**src/rtl/mux_stream_arb.sv**
```systemverilog
// mux_stream_arb: N-way stream multiplexer with a single registered output slot.
//
// Each cycle one input channel is granted from in_valid. The granted channel
// sees in_ready when the output slot is free (empty or being drained this
// cycle); a handshake loads its word into the output register one cycle later.
//
// Arbitration when force_en=0 is selected at build time by the macro
// MUX_STREAM_ARB_RR_EN:
//   defined   -> round-robin, search starts at the priority pointer
//   undefined -> fixed priority, lowest valid index wins
// With force_en=1 only channel force_sel may be granted (none if out of range).
//
// Ports:
//   clk        clock, rising edge
//   clrn       synchronous active-low reset
//   in_data    packed channel data, channel i at [i*DATA_WIDTH +: DATA_WIDTH]
//   in_valid   per-channel valid
//   in_ready   per-channel ready, at most one bit set
//   force_en   manual-select enable
//   force_sel  channel forced when force_en=1
//   out_data   registered selected word
//   out_sel    index of the channel that supplied out_data
//   out_valid  out_data holds an untaken word
//   out_ready  downstream accepts out_data this cycle
module mux_stream_arb #(
    parameter int N_INPUTS   = 4,
    parameter int DATA_WIDTH = 32
) (
    input  logic                           clk,
    input  logic                           clrn,
    input  logic [N_INPUTS*DATA_WIDTH-1:0] in_data,
    input  logic [N_INPUTS-1:0]            in_valid,
    output logic [N_INPUTS-1:0]            in_ready,
    input  logic                           force_en,
    input  logic [$clog2(N_INPUTS)-1:0]    force_sel,
    output logic [DATA_WIDTH-1:0]          out_data,
    output logic [$clog2(N_INPUTS)-1:0]    out_sel,
    output logic                           out_valid,
    input  logic                           out_ready
);

    localparam int SEL_W = $clog2(N_INPUTS);

    logic [DATA_WIDTH-1:0] out_data_q, out_data_d;
    logic [SEL_W-1:0]      out_sel_q, out_sel_d;
    logic                  out_valid_q, out_valid_d;
    logic [SEL_W-1:0]      ptr_q, ptr_d;

    logic                  grant_vld;
    logic [SEL_W-1:0]      grant_idx;
    logic                  slot_free;
    logic                  xfer;

    assign slot_free = ~out_valid_q | out_ready;

    // Grant selection; only depends on in_valid through the arbitration itself.
    always_comb begin
        int               cand;
        logic [SEL_W-1:0] cidx;
        grant_vld = 1'b0;
        grant_idx = '0;
        cand      = 0;
        cidx      = '0;
        if (force_en) begin
            if (int'(force_sel) < N_INPUTS) begin
                if (in_valid[force_sel]) begin
                    grant_vld = 1'b1;
                    grant_idx = force_sel;
                end
            end
        end else begin
`ifdef MUX_STREAM_ARB_RR_EN
            for (int k = 0; k < N_INPUTS; k++) begin
                cand = int'(ptr_q) + k;
                if (cand >= N_INPUTS) begin
                    cand = cand - N_INPUTS;
                end
                cidx = SEL_W'(cand);
                if (!grant_vld && in_valid[cidx]) begin
                    grant_vld = 1'b1;
                    grant_idx = cidx;
                end
            end
`else
            // Walk downwards so the lowest valid index is the last to win.
            for (int i = N_INPUTS - 1; i >= 0; i--) begin
                cidx = SEL_W'(i);
                if (in_valid[cidx]) begin
                    grant_vld = 1'b1;
                    grant_idx = cidx;
                end
            end
`endif
        end
    end

    // in_ready is forced low during reset so nothing handshakes into a word
    // that the reset is about to discard.
    always_comb begin
        in_ready = '0;
        if (clrn && slot_free && grant_vld) begin
            in_ready[grant_idx] = 1'b1;
        end
    end

    assign xfer = clrn & slot_free & grant_vld;

    always_comb begin
        out_data_d  = out_data_q;
        out_sel_d   = out_sel_q;
        out_valid_d = out_valid_q;
        ptr_d       = ptr_q;
        if (xfer) begin
            // Load overrides drain so a simultaneous drain+load leaves no bubble.
            out_data_d  = in_data[int'(grant_idx)*DATA_WIDTH +: DATA_WIDTH];
            out_sel_d   = grant_idx;
            out_valid_d = 1'b1;
            ptr_d       = (grant_idx == SEL_W'(N_INPUTS - 1)) ? '0 : grant_idx + 1'b1;
        end else if (out_ready) begin
            out_valid_d = 1'b0;
        end
    end

    always_ff @(posedge clk) begin
        if (!clrn) begin
            out_data_q  <= '0;
            out_sel_q   <= '0;
            out_valid_q <= 1'b0;
            ptr_q       <= '0;
        end else begin
            out_data_q  <= out_data_d;
            out_sel_q   <= out_sel_d;
            out_valid_q <= out_valid_d;
            ptr_q       <= ptr_d;
        end
    end

    assign out_data  = out_data_q;
    assign out_sel   = out_sel_q;
    assign out_valid = out_valid_q;

endmodule

```
**config.mk**
```make
export PLATFORM = sky130hd
export DESIGN_NAME = mux_stream_arb
export DESIGN_NICKNAME = d
export VERILOG_FILES = /design/src/rtl/mux_stream_arb.sv
export SDC_FILE = /design/constraint.sdc
export NUM_CORES = 1
export LEC_CHECK = 0
export ABC_AREA = 1
export ABC_CLOCK_PERIOD_IN_PS = 1700
export BUFFER_PORTS_ARGS = -buffer_cell sky130_fd_sc_hd__buf_2
export CORE_MARGIN = 2
export CORE_UTILIZATION = 35
export CTS_CLUSTER_SIZE = 8
export DETAILED_ROUTE_END_ITERATION = 7
export GPL_TIMING_DRIVEN = 0
export PLACE_DENSITY = 0.7
export SLEW_MARGIN = 20
export SYNTH_ARGS = -nofsm -noshare
export SYNTH_HDL_FRONTEND = slang
export SYNTH_SLANG_ARGS = --single-unit
```
**constraint.sdc**
```tcl
create_clock -name clk -period 1.7 [get_ports clk]
set_clock_uncertainty 0.15 [all_clocks]
set_input_delay 0.085 -clock clk [delete_from_list [all_inputs] [get_ports clk]]
set_output_delay 0.085 -clock clk [all_outputs]
set_load 0.01 [all_outputs]
```
==> implementation parameters <==
Parameter                              Value

Outcome
  Status    finished, violations left
  Failing checks    hold timing

Yosys
  Most area-consuming cells after synthesis    sky130_fd_sc_hd__dfxtp_1 28%, sky130_fd_sc_hd__nand3_1 27%, sky130_fd_sc_hd__nand2_1 22%
  Most instantiated library cell after synthesis    sky130_fd_sc_hd__nand2_1
  Unique masters post-synth    20
  Synth Flop Type    sky130_fd_sc_hd__dfxtp_1
  Post-synthesis xor/xnor area fraction    0
  Number of instances in the synthesized netlist    approximately 450
  Post-synthesis adder-cell area fraction    0
  Post-synthesis net count    ~600
  Share of cell area taken by muxes after synthesis    0
  Synthesized-area fraction occupied by ao, oa, aoi and oai cells    0.0143
  Number of synthesized register bits    35
  Share of synthesized cell area in and, or, nand and nor gates    0.600
  Count of synthesis-stage warnings from yosys    0
  Dominant combinational cell family by area after synthesis    simple AND/OR/NAND/NOR gates
  Part of the Yosys area used for sequential elements    0.276
  Synthesized cell area    2530 sq um
  Post-synth top area cell    sky130_fd_sc_hd__dfxtp_1
  Share of async-settable or async-resettable flops after synthesis    0
  Per-instance average area after synthesis    around 5.6 sq um
  Number of enable flip-flop cells after synthesis    0
  Leading post-synthesis cells by instance count    151 x sky130_fd_sc_hd__nand2_1, 135 x sky130_fd_sc_hd__nand3_1, 57 x sky130_fd_sc_hd__nor2_1
  Area share of the leading cell type in the synthesized netlist    0.276

Timing
  Slew @ Worst Pin    0.540 ns
  Number of max-slew violations in the final report    0
  Maximum operating frequency    roughly 610 MHz
  Final worst path period share    0.961
  Worst max-slew margin expressed relative to the limit    0.640
  Clock period minus worst slack    about 1.6 ns
  RSZ-0062 raised after global routing    no
  Hold slack final    -0.00507 ns
  Setup TNS    0 ns
  Final hold violation count    3
  Number of endpoints failing setup at the final stage    0

Floorplan
  Die Y    89.1 microns
  I/O pin count    ~180
  Initial cell density of the core    0.355
  Row cnt    31
  Die Wd    89.1 microns
  Area of the core    7140 sq um
  Die area    about 8000 sq um

Routing
  Number of nets with antenna violations after routing    0
  Routed wire per std cell    13.6 microns
  Detailed-route wire length    10900 microns
  Vias    slightly below 4000
  Initial DRC Count    about 200
  Number of remaining DRC errors    0
  DRT Pass-1 Iters    5
  Vias per Instance    about 4.9

Setup path
  Endpoint kind of the worst setup timing path    primary output
  Crit-path max FO    5
  Data arrival, critical path    roughly 1.4 ns
  Required @ worst endpoint    approximately 1.5 ns
  Kind of start point of the critical path    register
  Reg2Reg Depth    8
  Classification of the worst setup path    register to primary output

Global routing
  Pin count of the biggest net entering global routing    13
  Overall Global Routing Usage    0.262
  Antenna violations before repair    0
  Vias in the first global route    ~3700
  Grt ovf    0
  First-pass GRT wire length    ~16000 microns

Min path
  Worst Hold Class    input pin to register
  Count of cells along the worst hold path    5

Clocking
  TritonCTS clock tree    yes
  Clock slew seen by the registers of the worst setup and hold paths    about 0.080 ns
  Clock buffer count from CTS    5
  Clock latency on the worst-skew pair    between 0.2 and 0.3 ns
  Clock tree buffer depth    2
  Maximum level of the CTS H-tree    2
  Buffer type at the clock tree root    sky130_fd_sc_hd__clkbuf_8
  Sinks on Clock Net    35

Finish
  Number of antenna diodes    0
  Final-layout fill cell count    695
  # nets final    around 840
  Fraction of layout cells with a size suffix above 1    0.322
  Signed area change from the synthesized netlist to the final layout    71.2%

Placement
  Detailed-placement wirelength estimate    approximately 7500 microns
  Placer Congestion    0.855
  # port buffers    175

Power and ir drop
  Pwr dens    between 600 and 700 nW/um^2
  Peak supply drop    approximately 400 uV
  Static Leak    2.47 nW

Flow run
  Max-cap violations    0
[through the flow]
step / instances / instance area [sq um] / utilization / setup WS [ns] / total power, W
final: 801 / 4340 / 0.608 / 0.0660 / 0.00298
after global routing: 801 / 4340 / 0.608 / 0.00283 / 0.00314
after CTS: 801 / 4320 / 0.605 / -0.0193 / 0.00297
after detailed placement: 727 / 3530 / 0.495 / -0.157 / 0.00194
after global placement: 727 / 3530 / 0.495 / -0.0785 / 0.00192
after floorplan: 453 / 2530 / - / 0.270 / 0.00152
[cells by family after synthesis]
kind of cell,count (synthesis)
simple gates,349
buf+inv,64
flops,35
compound gates,5
[cell usage in the layout (no fill, tap or decap), drive strengths merged]
cell type and instances:
dlygate4sd3 60, buf 198, clkbuf 19, inv 33, nand3 136, dfxtp 35, clkinvlp 1, a21oi 1
o21ai 4, nor2 59, nand2 154, bufinv 2
[worst paths after layout]
check	startpoint	to	slack, ns
hold reg to reg	out_data[14]	out_data[14]	0.32
setup reg to reg	out_valid	out_data[15]	0.17
hold / removal	in_data[76]	out_data[12]	-0.005
setup / recovery	out_valid	in_ready[1]	0.07
[worst max-delay path, cell delays in order, from the launching register on]
cell and delay, ns:
sky130_fd_sc_hd__dfxtp_2 0.33, sky130_fd_sc_hd__inv_2 0.06, sky130_fd_sc_hd__nor2_4 0.04, sky130_fd_sc_hd__nor2_4 0.11, sky130_fd_sc_hd__nand2_4 0.10, sky130_fd_sc_hd__nor2_4 0.16
sky130_fd_sc_hd__inv_2 0.07, sky130_fd_sc_hd__nor2_2 0.11, sky130_fd_sc_hd__buf_2 0.14
[report_power, final]
group	internal, W	switching, W	leakage [nW]
clock network	0.000585	0.000330	0.0644
registers	0.000935	0.0000610	0.292
logic	0.000491	0.000578	2.12
[registers in the layout, summed over array words and instances, names as in the netlist]
register   count
out_data      32
out_sel        2
out_valid      1
[area by class of cell]
class                      count  area, sq um  share of cell area
tap                           99          124              0.0285
clock inverter                 3         67.6              0.0156
sequential                    35          702               0.162
buffer                        29          134              0.0309
clock buffer                   5         68.8              0.0159
inverter                      33          126              0.0291
multi-input combinational    354         1580               0.364
timing repair buffer         243         1540               0.354
[layer usage]
| layer | up-vias | share of wire | GRT usage |
|---|---|---|---|
| met1 | 1744 | 0.41 | 0.308 |
| met4 | 0 | 0.035 | 0.119 |
| met5 | - | 0 | 0 |
| li1 | 1940 | - | - |
| met2 | 190 | 0.48 | 0.465 |
| met3 | 37 | 0.074 | 0.0406 |
[what timing repair did]
item / in CTS / in global routing
hold endpoints to repair: 31 / 0
setup buffers: 6 / 2
pin swaps: 3 / 5
endpoints found under the setup margin: 4 / 35
gates resized for setup: 1 / 14
hold buffers: 60 / 0
Power figures use the tool's default switching activity.
